===== config.mk =====
export PLATFORM = sky130hd
export DESIGN_NAME = mmio_timer_core
export DESIGN_NICKNAME = d
export VERILOG_FILES = /design/src/rtl/mmio_timer_core.sv
export SDC_FILE = /design/constraint.sdc
export NUM_CORES = 1
export LEC_CHECK = 0
export BUFFER_PORTS_ARGS = -buffer_cell sky130_fd_sc_hd__buf_2
export CAP_MARGIN = 15
export CELL_PAD_IN_SITES_DETAIL_PLACEMENT = 0
export CELL_PAD_IN_SITES_GLOBAL_PLACEMENT = 1
export CORE_ASPECT_RATIO = 0.75
export CORE_MARGIN = 2
export CORE_UTILIZATION = 50
export CTS_BUF_LIST = sky130_fd_sc_hd__clkbuf_4 sky130_fd_sc_hd__clkbuf_8 sky130_fd_sc_hd__clkbuf_16
export DETAILED_ROUTE_END_ITERATION = 6
export PLACE_DENSITY_LB_ADDON = 0.1
export SETUP_SLACK_MARGIN = 0.02
export SLEW_MARGIN = 20
export SYNTH_ARGS = -nofsm -noshare
export SYNTH_HDL_FRONTEND = slang
export SYNTH_SLANG_ARGS = --single-unit

===== constraint.sdc =====
create_clock -name clk -period 7.3 [get_ports clk]
set_input_delay 0.73 -clock clk [delete_from_list [all_inputs] [get_ports clk]]
set_output_delay 0.73 -clock clk [all_outputs]
set_load 0.02 [all_outputs]

===== src/rtl/mmio_timer_core.sv =====
// 64-bit MMIO timer with a prescaler, compare match with optional auto-restart,
// W1C status flags, a level interrupt and coherent high-word snapshot reads.
module mmio_timer_core #(
   parameter int unsigned PRESC_W = 16
) (
   input  logic        clk,
   input  logic        reset_n,
   input  logic        cs,
   input  logic        read,
   input  logic        write,
   input  logic [4:0]  addr,
   input  logic [31:0] wr_data,
   output logic [31:0] rd_data,
   output logic        irq
);

   localparam logic [4:0] A_CNT_LO = 5'd0;
   localparam logic [4:0] A_CNT_HI = 5'd1;
   localparam logic [4:0] A_CTRL   = 5'd2;
   localparam logic [4:0] A_CMP    = 5'd3;
   localparam logic [4:0] A_STATUS = 5'd4;
   localparam logic [4:0] A_CLEAR  = 5'd5;
   localparam logic [4:0] A_PRESC  = 5'd6;

   logic [63:0]        cnt_r;
   logic [63:0]        cnt_nxt_s;
   logic [PRESC_W-1:0] pcnt_r;
   logic [PRESC_W-1:0] pcnt_nxt_s;
   logic [PRESC_W-1:0] presc_r;
   logic [31:0]        hi_snap_r;
   logic [31:0]        cmp_r;
   logic [31:0]        rd_mux_s;
   logic               go_r;
   logic               periodic_r;
   logic               irq_en_r;
   logic               st_match_r;
   logic               st_ovf_r;

   logic rd_acc_s;
   logic wr_acc_s;
   logic clear_s;
   logic snap_s;
   logic tick_s;
   logic match_s;
   logic ovf_s;

   assign rd_acc_s = cs & read;
   assign wr_acc_s = cs & write;
   assign clear_s  = wr_acc_s & (addr == A_CLEAR);
   assign snap_s   = rd_acc_s & (addr == A_CNT_LO);
   assign tick_s   = go_r & (pcnt_r == presc_r);
   assign match_s  = tick_s & (cnt_r[31:0] == cmp_r);
   assign ovf_s    = tick_s & (cnt_r == {64{1'b1}});

   // Next count and prescaler phase; CLEAR outranks restart, restart outranks increment.
   always_comb begin
      cnt_nxt_s  = cnt_r;
      pcnt_nxt_s = pcnt_r;
      if (clear_s) begin
         cnt_nxt_s  = 64'd0;
         pcnt_nxt_s = {PRESC_W{1'b0}};
      end else begin
         if (match_s && periodic_r) begin
            cnt_nxt_s = 64'd0;
         end else if (tick_s) begin
            cnt_nxt_s = cnt_r + 64'd1;
         end else begin
            cnt_nxt_s = cnt_r;
         end
         if (tick_s) begin
            pcnt_nxt_s = {PRESC_W{1'b0}};
         end else if (go_r) begin
            pcnt_nxt_s = pcnt_r + {{(PRESC_W-1){1'b0}}, 1'b1};
         end else begin
            pcnt_nxt_s = pcnt_r;
         end
      end
   end

   // Counter, prescaler phase and the high-word snapshot taken on CNT_LO reads.
   always_ff @(posedge clk or negedge reset_n) begin
      if (!reset_n) begin
         cnt_r     <= 64'd0;
         pcnt_r    <= {PRESC_W{1'b0}};
         hi_snap_r <= 32'd0;
      end else begin
         cnt_r  <= cnt_nxt_s;
         pcnt_r <= pcnt_nxt_s;
         if (clear_s) begin
            hi_snap_r <= 32'd0;
         end else if (snap_s) begin
            hi_snap_r <= cnt_r[63:32];
         end
      end
   end

   // Software-writable configuration registers.
   always_ff @(posedge clk or negedge reset_n) begin
      if (!reset_n) begin
         go_r       <= 1'b0;
         periodic_r <= 1'b0;
         irq_en_r   <= 1'b0;
         cmp_r      <= 32'hFFFF_FFFF;
         presc_r    <= {PRESC_W{1'b0}};
      end else if (wr_acc_s) begin
         case (addr)
            A_CTRL: begin
               go_r       <= wr_data[0];
               periodic_r <= wr_data[1];
               irq_en_r   <= wr_data[2];
            end
            A_CMP:   cmp_r   <= wr_data;
            A_PRESC: presc_r <= wr_data[PRESC_W-1:0];
            default: ;
         endcase
      end
   end

   // Sticky status flags; a same-edge hardware set beats the W1C.
   always_ff @(posedge clk or negedge reset_n) begin
      if (!reset_n) begin
         st_match_r <= 1'b0;
         st_ovf_r   <= 1'b0;
      end else begin
         st_match_r <= match_s | (st_match_r & ~(wr_acc_s & (addr == A_STATUS) & wr_data[0]));
         st_ovf_r   <= ovf_s   | (st_ovf_r   & ~(wr_acc_s & (addr == A_STATUS) & wr_data[1]));
      end
   end

   // Read-data mux, driven only for a selected read outside reset.
   always_comb begin
      rd_mux_s = 32'd0;
      case (addr)
         A_CNT_LO: rd_mux_s = cnt_r[31:0];
         A_CNT_HI: rd_mux_s = hi_snap_r;
         A_CTRL:   rd_mux_s = {29'd0, irq_en_r, periodic_r, go_r};
         A_CMP:    rd_mux_s = cmp_r;
         A_STATUS: rd_mux_s = {30'd0, st_ovf_r, st_match_r};
         A_PRESC:  rd_mux_s = {{(32-PRESC_W){1'b0}}, presc_r};
         default:  rd_mux_s = 32'd0;
      endcase
      if (reset_n && rd_acc_s) begin
         rd_data = rd_mux_s;
      end else begin
         rd_data = 32'd0;
      end
   end

   assign irq = irq_en_r & st_match_r;

endmodule


# --- Word level (Yosys, flattened, before mapping) ---
# Cells that the tools add are included.
op_classes:
  eq_ne: 9
  n_mux: 10
  n_addsub: 2
  n_reduce_logical: 9
  bitwise: 17
op_table:
  columns: ["cell", "count"]
  rows:
  - ["$mux 64", 3]
  - ["$pmux 32 s6", 1]
  - ["$mux 32", 3]
  - ["$add 64x1->64 const B", 1]
  - ["$eq 64x64->1 const B", 1]
  - ["$mux 16", 3]
  - ["$eq 32x32->1", 1]
  - ["$add 16x1->16 const B", 1]
  - ["$eq 16x16->1", 1]
  - ["$eq 5x3->1 const B", 3]
  - ["$and 1x1->1", 13]
  - ["$eq 5x2->1 const B", 2]
  - ["$reduce_and 2->1", 3]
  - ["$reduce_bool 3->1", 2]
  - ["$eq 5x1->1 const B", 1]
  - ["$logic_not 5->1", 1]
  - ["$logic_and 1x1->1", 2]
  - ["$not 1->1", 2]
  - ["$or 1x1->1", 2]
  - ["$reduce_bool 2->1", 1]
totals:
  inputBits: 42
  reg_bits: 165
  wordCells: 57
  out_inout_bits: 33

# --- Depth between registers and ports, before layout ---
# Gate-level depths: netlist of the first run.
logic_depth:
  ltp_word: 6
  mapped_depth: 9
  ltp_nobuf: 7

# --- Worst setup path after synthesis of the first run ---
# OpenSTA, ideal clock, no wires.
synth_path:
  path_kind: "input to output"
  startpoint: "in addr[3]"
  endpoint: "out rd_data[10]"
  n_path_buf: 1
  required_ns: 6.570
  stages: 5
  path_slack_ns: 4.190
  t_arrival_ns: 2.380
  cell_sequence: "or3_1 > nor3_1 > clkbuf_1 > a222oi_1 > a21oi_1"
synth_via:
  elab_chain_cells: 3
  word_cells_on_any_way: 8
  classes_between: "eq/ne (5); mux (2); reduce/logical (1)"
synth_lines:
  columns: ["element", "line", "source"]
  rows:
  - ["start: declaration", "11", "input logic [4:0] addr,"]
  - ["$eq 5x3->1 (tied with other cells)", "133", "case (addr)"]
  - ["$pmux 32 s6 *", "133", null]
  - ["$mux 32 *", "142", "if (reset_n && rd_acc_s) begin"]
  - ["end: declaration", "13", "output logic [31:0] rd_data,"]
# Every way passes the cells marked *; elsewhere a longest branch is shown, timed or not.

# --- Worst setup path after layout of the first run ---
layout_path:
  startpoint: "in addr[0]"
  endpoint: "out rd_data[0]"
# The elaborated chain is that of the path after synthesis.

==> results_dict.tcl, run 1 <==
set metrics [dict create \
    slew_viol_final 0 \
    syn_to_final_growth_pct 11.6 \
    outcome "finished, final reports clean" \
    power.share.switching 0.285 \
    synthCells 1047 \
    overflow 0 \
    final_area_um2 10600 \
    synth.yosys.seq_area_share 0.439 \
    cp.arrival_ps 3190 \
    relSlewSlack 0.252 \
    peakVddDrop_v 0.000119 \
    fp.dieArea_um2 20100 \
    r2r_slack_ps 3660 \
    combinationalPowerShare 0.119 \
    first_global_vias 7853 \
    mostFrequentLayoutCell "nand2_1" \
    gp_congestion 0.940 \
    fin_setup_tns_ps 0 \
    syn_area_per_cell_um2 9.07 \
    grtUsageTotal 0.310 \
    async_reset_ff_frac 1.00 \
    hpwl_um 21300 \
    worstReg2RegEnd "cnt_r[7]" \
    antenna_found_initial 1 \
    layout_common_cells "nand2_1, dfrtp_1, buf_2, nor2_1, a21oi_1" \
    drive_above_1_share 0.206 \
    reg2reg_from "pcnt_r[0]" \
    max_freq_mhz 255 \
    cts_tree "built" \
    cp.required_ps 6570 \
    h-tree-depth 4 \
    tightestPinTransition_ps 1110 \
    hold_viol 0 \
    critPathKind "in2out" \
    crit_fanout 23 \
    clkSlewWorstSetupHoldPaths_ps 70 \
    cts.root.buffer_cell "clkbuf_16" \
    num_vias 8523 \
    synth-seq-cells 165 \
    yosysWarnings 0 \
    first_pass_iters 7 \
    total_leakage_power_uw 0.00408 \
    power.total_uw 2320 \
    ff2ff_path_depth 6 \
    crit_start "addr[0]" \
    finalSetupViolations 0 \
    worstSetupEndpoint "rd_data[0]" \
    drt-total-wl_um 30200 \
    min_path_type "in2async" \
    place_area_um2 9970 \
    synth_edf_count 0 \
    cts_hold_buffers 0 \
    viasPerCell 6.41 \
    die_w_um 163 \
    wl_per_cell_um 22.7 \
    port_buffers 74 \
    cts.sinks 165 \
    row_count 43 \
    cts_resized 0 \
    num-fill-cells 1664 \
    powerDensity_nw_per_um2 219 \
    grt_pass1_wl_um 46800 \
    initial_core_util 0.511 \
    nets 1113 \
    finalCritPeriodShare 0.537 \
    die-height_um 123 \
    power_frac_clock 0.415 \
    syn_nets 1091 \
    ios 75 \
    ant_nets 0 \
    coreArea_um2 18600 \
    ys.flop_type "dfrtp_1" \
    grt_max_degree 80 \
    route.detailed.drc 0 \
    clock_latency_ps 430 \
    seq_power_share 0.466 \
    synthesis.area_um2 9490 \
    cts_buffer_depth 2 \
    drtIter0Drc 913 \
    cts_buffers 17 \
    cts_setup_buffers 0 \
    p_switching_uw 660 \
    cp-end-kind "primary output" \
    p_int_uw 1660 \
    synth_cell_types 56 \
    cap_violations 0 \
    clock_skew_ps 9.47 \
    cp-start-kind "primary input" \
    final.min_clock_period_ps 3920 \
    rsz0062_at_grt "false" \
]
## metrics by stage
stage | setup WS, ps | utilization | std cells | hold slack (ps)
floorplan | 4190 | - | 1047 | 434
global placement | 3120 | 0.537 | 1297 | 513
CTS | 3400 | 0.570 | 1329 | 298
global route | 3240 | 0.571 | 1329 | 297
finish | 3380 | 0.571 | 1330 | 283
detailed placement | 3050 | 0.537 | 1297 | 527
## synthesized netlist by cell type (29+ instances only)
cell      count  area share
nand2_1     137       0.054
dfrtp_1     133        0.35
a21oi_1      70       0.037
nor2_1       70       0.028
clkbuf_1     67       0.026
xnor2_1      54       0.050
nand3_1      52       0.027
mux2_2       50       0.059
o21ai_0      48       0.025
nand4_1      43       0.028
o31ai_1      38       0.030
dfstp_2      32       0.089
or4_1        29       0.023
## critical path: stages
cell	delay, ps
buf_2	500
and2_1	600
and2_1	710
a22oi_1	210
a31oi_1	230
buf_2	200
## layout make-up
| type | instances | area (um2) | share of cell area |
|---|---|---|---|
| Multi-Input combinational cell | 785 | 4970 | 0.469 |
| Sequential cell | 165 | 4170 | 0.393 |
| Clock inverter | 15 | 193 | 0.0182 |
| Timing Repair Buffer | 87 | 474 | 0.0448 |
| Inverter | 13 | 48.8 | 0.00461 |
| Clock buffer | 17 | 425 | 0.0401 |
| Tap cell | 247 | 309 | 0.0292 |
| Antenna cell | 1 | 2.50 | 0.000236 |
## per-layer routing
layer  GRT usage  vias up  routed length (um)
li1            -     3905                   -
met1       0.475     4209               14400
met2       0.421      381               12400
met3      0.0966       28                3070
met4      0.0730        0                 408
met5           0        -                   0
## worst min path at each step
| stage | start | end | slack, ps | depth (start not counted) |
|---|---|---|---|---|
| finish | reset_n | pcnt_r[8] | 280 | 1 |
| global route | reset_n | pcnt_r[8] | 300 | 1 |
| CTS | reset_n | pcnt_r[8] | 300 | 1 |
| detailed placement | hi_snap_r[21] | hi_snap_r[21] | 530 | 2 |
| global placement | hi_snap_r[28] | hi_snap_r[28] | 510 | 2 |
| floorplan | reset_n | cnt_r[0] | 430 | 0 |
## power by group through the flow
stage	sequential, uW	clock, uW	combinational (uW)
final	1080	962	275
after global routing	1090	1010	300
after CTS	1080	972	269
after detailed placement	1090	0	266
after global placement	1090	0	259
after floorplan	1060	0	182
## flip-flops by register name, summed over array words and instances (netlist names)
name / flops
cnt_r: 64
cmp_r: 32
hi_snap_r: 32
pcnt_r: 16
presc_r: 16
go_r: 1
irq_en_r: 1
periodic_r: 1
st_match_r: 1
st_ovf_r: 1
## kinds of logic (layout without fill, tap and decap cells)
logic type      after synthesis  after routing  share of synthesized area
simple gates                432            432                      0.230
compound gates              224            224                      0.153
flops                       165            165                      0.439
buf+inv                      97            132                     0.0410
mux                          67             67                     0.0772
xor+xnor                     60             60                     0.0569
fa+ha+maj                     2              2                    0.00264
other cells                   0              1                          0
Power figures use the tool's default switching activity.
==> inputs of run 2 (changes only) <==
- ABC_AREA: not set -> 1
- CORE_UTILIZATION: 50 -> 40
- clock period: 7.3 -> 3.6 ns (I/O delays scaled with it)
==> results_dict.tcl, run 2 <==
set metrics [dict create \
    cp.required_ps 3240 \
    drive_above_1_share 0.129 \
    route.detailed.drc 0 \
    synth_common_cells "nand2_1, inv_1, nor2_1" \
    drt-total-wl_um 38700 \
    fin_setup_tns_ps 0 \
    yosysTopAreaCell "dfrtp_1" \
    top_regs "cnt_r: 64 flops, cmp_r: 32 flops, hi_snap_r: 32 flops" \
    syn_area_per_cell_um2 6.71 \
    cts.root.buffer_cell "clkbuf_16" \
    power.total_uw 5010 \
    cts_tree "built" \
    grtUsageTotal 0.278 \
    port_buffers 74 \
    layout_common_cells "nand2_1, inv_1, nor2_1, dfrtp_1, buf_2" \
    synth_compound_area_frac 0.0887 \
    die-height_um 147 \
    overflow 0 \
    drtIter0Drc 1068 \
    synth_top_family_by_area "simple AND/OR/NAND/NOR gates" \
    ys.flop_type "dfrtp_1" \
    relSlewSlack 0.346 \
    grt_pass1_wl_um 59800 \
    rsz0062_at_grt "false" \
    wl_per_cell_um 19.1 \
    min_path_type "in2async" \
    cts_hold_buffers 0 \
    synth_fa_ha_area_frac 0.00230 \
    cts_buffer_depth 2 \
    synth.area.mux_share 0.00519 \
    clkSlewWorstSetupHoldPaths_ps 70 \
    row_count 52 \
    synth_cell_types 45 \
    syn_to_final_growth_pct 11.1 \
    final.min_clock_period_ps 2620 \
    cap_violations 0 \
    hold_viol 0 \
    clock_latency_ps 450 \
    synthesis.area_um2 10900 \
    coreArea_um2 26800 \
    ys_top_cells_by_area "dfrtp_1, nand2_1, inv_1, nor2_1, dfstp_2" \
    finalSetupViolations 0 \
    max_freq_mhz 382 \
    synth_simple_gate_area_share 0.368 \
    cts.sinks 165 \
    syn_nets 1663 \
    initial_core_util 0.405 \
    cp-end-kind "primary output" \
    cts_buffers 17 \
    cts_resized 0 \
    fp.dieArea_um2 28500 \
    gp_congestion 0.947 \
    cp-start-kind "primary input" \
    synth-seq-cells 165 \
    critPathKind "in2out" \
    cts_setup_buffers 0 \
    nets 1710 \
    final_area_um2 12100 \
    grt_max_degree 166 \
    total_leakage_power_uw 0.00593 \
    peakVddDrop_v 0.000317 \
    num-fill-cells 2925 \
    antenna_cells 0 \
    antenna_found_initial 0 \
    first_global_vias 9746 \
    clock_skew_ps 13.2 \
    powerDensity_nw_per_um2 415 \
    crit_fanout 18 \
    first_pass_iters 5 \
    top_register "cnt_r" \
    finalCritPeriodShare 0.728 \
    yosysMostFrequentCell "nand2_1" \
    async_reset_ff_frac 1.00 \
    synth.yosys.seq_area_share 0.384 \
    ant_nets 0 \
    cp.arrival_ps 2260 \
    synth_edf_count 0 \
    synth_xor_area_frac 0.0339 \
    hpwl_um 29300 \
    tightestPinTransition_ps 981 \
    largest_reg_flops 64 \
    ios 75 \
    outcome "finished, final reports clean" \
    yosysWarnings 0 \
    h-tree-depth 4 \
    mostFrequentLayoutCell "nand2_1" \
    netlist.area_leader.share 0.307 \
    place_area_um2 11500 \
    slew_viol_final 0 \
    die_w_um 194 \
    synthCells 1619 \
    viasPerCell 5.23 \
    num_vias 10600 \
]
run 2: changes by cell type in the layout (fill, tap and decap cells not counted), sizes merged, moves of 16 or more:
cell	previous run	this run
xnor2	56	1
o22ai	0	63
o31ai	38	0
nor2	70	247
xor2	4	41
mux2	50	5
mux2i	17	0
inv	19	255
a21oi	70	22
or4	30	0
or3	17	0
and3	18	1
a22oi	16	0
nand2	137	539
run 2: kinds of logic after synthesis:
group                    count (synthesis)
AO/OA/AOI/OAI                          162
flip-flops                             165
buffers and inverters                  310
AND/OR/NAND/NOR                        933
XOR/XNOR                                42
multiplexers                             5
adder cells (fa/ha/maj)                  2
run 2: worst paths after layout:
| path | startpoint | end | slack (ps) | cells after the start |
|---|---|---|---|---|
| min in group clk | wr_data[25] | cmp_r[25] | 140 | 3 |
| worst max-delay path | addr[3] | rd_data[22] | 980 | 8 |
| worst min register to register | cmp_r[0] | cmp_r[0] | 510 | 2 |
| worst min-delay path | reset_n | presc_r[2] | 50 | 2 |
| max in group asynchronous | reset_n | cnt_r[21] | 2800 | 2 |
| worst max register to register | cnt_r[0] | cnt_r[16] | 1070 | 11 |
run 2: critical path, stage by stage:
cell	delay (ps)
buf_2	120
nor3_4	330
nand2_1	510
buf_4	400
o22ai_1	160
o21ai_0	140
inv_1	80
buf_2	160
run 2: layer usage:
layer  up-vias  track usage  wire, um
li1       5173            -         -
met1      5070        0.455     20100
met2       355        0.357     14600
met3        17       0.0767      3700
met4         0       0.0417       263
met5         -            0         0
run 2: cell type report:
class / count / area, um2 / area share
repair buffers: 89 / 514 / 0.0426
clock buffers: 21 / 479 / 0.0397
inverters: 249 / 935 / 0.0775
clock inverters: 11 / 111 / 0.00923
multi-input cells: 1144 / 5420 / 0.449
well taps: 351 / 439 / 0.0364
flip-flops and latches: 165 / 4170 / 0.345
run 2: power breakdown:
group	internal [uW]	total [uW]	switching [uW]
Clock	1040	1920	879
Combinational	258	832	574
Sequential	2090	2260	170
run 2: through the flow:
stage | util | setup WS (ps) | std cells | hold slack (ps)
3_3_place_gp | 0.428 | 997 | 1998 | 493
4_1_cts | 0.450 | 989 | 2030 | 127
2_1_floorplan | - | 1640 | 1619 | 64.4
6_report | 0.450 | 979 | 2030 | 52.9
3_5_place_dp | 0.428 | 943 | 1998 | 496
5_1_grt | 0.450 | 825 | 2030 | 133
==> inputs of run 3 (changes only) <==
- CORE_UTILIZATION: 40 -> 44
- clock period: 3.6 -> 2.44 ns (I/O delays scaled with it)
==> results_dict.tcl, run 3 (synthesis gave the netlist of run 2 again) <==
set metrics [dict create \
    port_buffers 74 \
    max_freq_mhz 430 \
    num-fill-cells 2455 \
    relSlewSlack 0.389 \
    cts_tree "built" \
    h-tree-depth 4 \
    grt_use_met1 0.503 \
    cap_violations 0 \
    die_w_um 185 \
    place_area_um2 11700 \
    crit_fanout 6 \
    antenna_cells 0 \
    antenna_found_initial 0 \
    grtUsageTotal 0.303 \
    syn_to_final_growth_pct 13.6 \
    row_count 49 \
    viasPerCell 5.29 \
    clock_skew_ps 9.95 \
    powerDensity_nw_per_um2 585 \
    grt_util_met2 0.379 \
    cts_buffer_depth 2 \
    finalCritPeriodShare 0.954 \
    overflow 0 \
    power.share.switching 0.319 \
    ios 75 \
    cts_buffers 17 \
    path_buf_inv 2 \
    slowest_stage "dfstp_2" \
    outcome "finished, final reports clean" \
    cts.sinks 165 \
    route.detailed.drc 0 \
    finalWorstSetupSlack_ps 113 \
    max_stage_delay_ps 590 \
    seq_power_share 0.457 \
    layout_common_cells "nand2_1, inv_1, nor2_1, dfrtp_1, buf_2" \
    largest_reg_flops 64 \
    top_register "cnt_r" \
    critPathKind "reg2reg" \
    die-height_um 140 \
    fp.dieArea_um2 26000 \
    wl_per_cell_um 18.7 \
    cp-start-kind "flop" \
    crit_family "simple AND/OR/NAND/NOR gates" \
    drtIter0Drc 1114 \
    clock_latency_ps 440 \
    grt_pass1_wl_um 58500 \
    min_path_type "in2reg" \
    grt_max_degree 69 \
    cp.arrival_ps 2650 \
    top_regs "cnt_r: 64 flops, cmp_r: 32 flops, hi_snap_r: 32 flops" \
    total_leakage_power_uw 0.00608 \
    rsz0062_at_grt "false" \
    first_pass_iters 7 \
    initial_core_util 0.451 \
    hold_viol 0 \
    crit_chain "inv_1 > nand2_1 > nand2_1 > nor2_2 > nand2_1 > nor2_1 > nand2_1 > nor2_4 > nand3_4 > buf_4 > nand2_8 > nor2_2" \
    final.min_clock_period_ps 2330 \
    slew_viol_final 0 \
    ant_nets 0 \
    gr-usage-met3 0.0809 \
    fin_setup_tns_ps 0 \
    p_int_uw 4920 \
    final_area_um2 12300 \
    clkSlewWorstSetupHoldPaths_ps 70 \
    p_switching_uw 2300 \
    crit_top_cell "nand2_1" \
    drive_above_1_share 0.142 \
    num_vias 10800 \
    nets 1737 \
    power_frac_clock 0.362 \
    hpwl_um 29100 \
    pre_cts_ws_ps 41.1 \
    power.total_uw 7210 \
    combinationalPowerShare 0.181 \
    first_global_vias 9873 \
    drt-total-wl_um 38000 \
    finalSetupViolations 0 \
    cp.required_ps 2760 \
    peakVddDrop_v 0.000515 \
    coreArea_um2 24100 \
    cts.root.buffer_cell "clkbuf_16" \
    mostFrequentLayoutCell "nand2_1" \
    holdWs_ps 32.9 \
    cp-end-kind "flop" \
    grt-busiest-layer "met1" \
    tightestPinTransition_ps 916 \
    gp_congestion 0.946 \
]
[run 3: changes by cell type in the layout (fill, tap and decap cells not counted), moves of 2 or more]
cell / before / now
buf_12: 2 / 9
buf_4: 13 / 29
clkbuf_4: 2 / 4
clkinv_2: 0 / 2
clkinv_4: 3 / 1
clkinvlp_4: 1 / 3
inv_6: 4 / 2
nand2_8: 0 / 3
[run 3: power by group through the flow]
| stage | clock [uW] | sequential (uW) | combinational (uW) |
|---|---|---|---|
| 2_1_floorplan | 0 | 3270 | 780 |
| 3_3_place_gp | 0 | 3330 | 1270 |
| 3_5_place_dp | 0 | 3340 | 1280 |
| 4_1_cts | 2660 | 3290 | 1290 |
| 5_1_grt | 2780 | 3330 | 1480 |
| 6_report | 2610 | 3290 | 1310 |
[run 3: worst paths after layout]
kind                              endpoint  cells past startpoint  slack, ps         from
worst min-delay path             cmp_r[13]                      3         30  wr_data[13]
worst max register to register   cnt_r[45]                     12        110     cmp_r[3]
max in group asynchronous         cnt_r[2]                      3       1210      reset_n
min in group asynchronous       presc_r[1]                      3        460      reset_n
worst max-delay path             cnt_r[45]                     12        110     cmp_r[3]
worst min register to register   cmp_r[18]                      2        510    cmp_r[18]
[run 3: stage by stage]
| step | util | std cells |
|---|---|---|
| finish | 0.512 | 2037 |
| global route | 0.512 | 2037 |
| CTS | 0.508 | 2031 |
| detailed placement | 0.485 | 1998 |
| global placement | 0.485 | 1998 |
| floorplan | - | 1619 |
[run 3: area by class of cell]
class	count	area, um2	share of cell area
clock inverters	10	71.3	0.00578
well taps	331	414	0.0336
multi-input cells	1146	5470	0.443
clock buffers	22	480	0.0390
flip-flops and latches	165	4170	0.338
inverters	249	935	0.0758
repair buffers	114	796	0.0645
[run 3: worst min-delay path, delay by kind of cell]
kind,cells,cell delay [ps]
AOI/OAI and AO/OA,1,80
buffers and inverters,2,140
[run 3: metal layers]
layer / share of wire / up-vias
met5: 0.0036 / -
li1: - / 5241
met3: 0.11 / 20
met4: 0.0076 / 2
met1: 0.50 / 5070
met2: 0.38 / 450
[run 3: timing repair]
item	CTS	global route
setup buffers	0	4
endpoints found under the setup margin	0	26
gates resized for setup	0	5
hold buffers	1	0
hold endpoints to repair	30	0
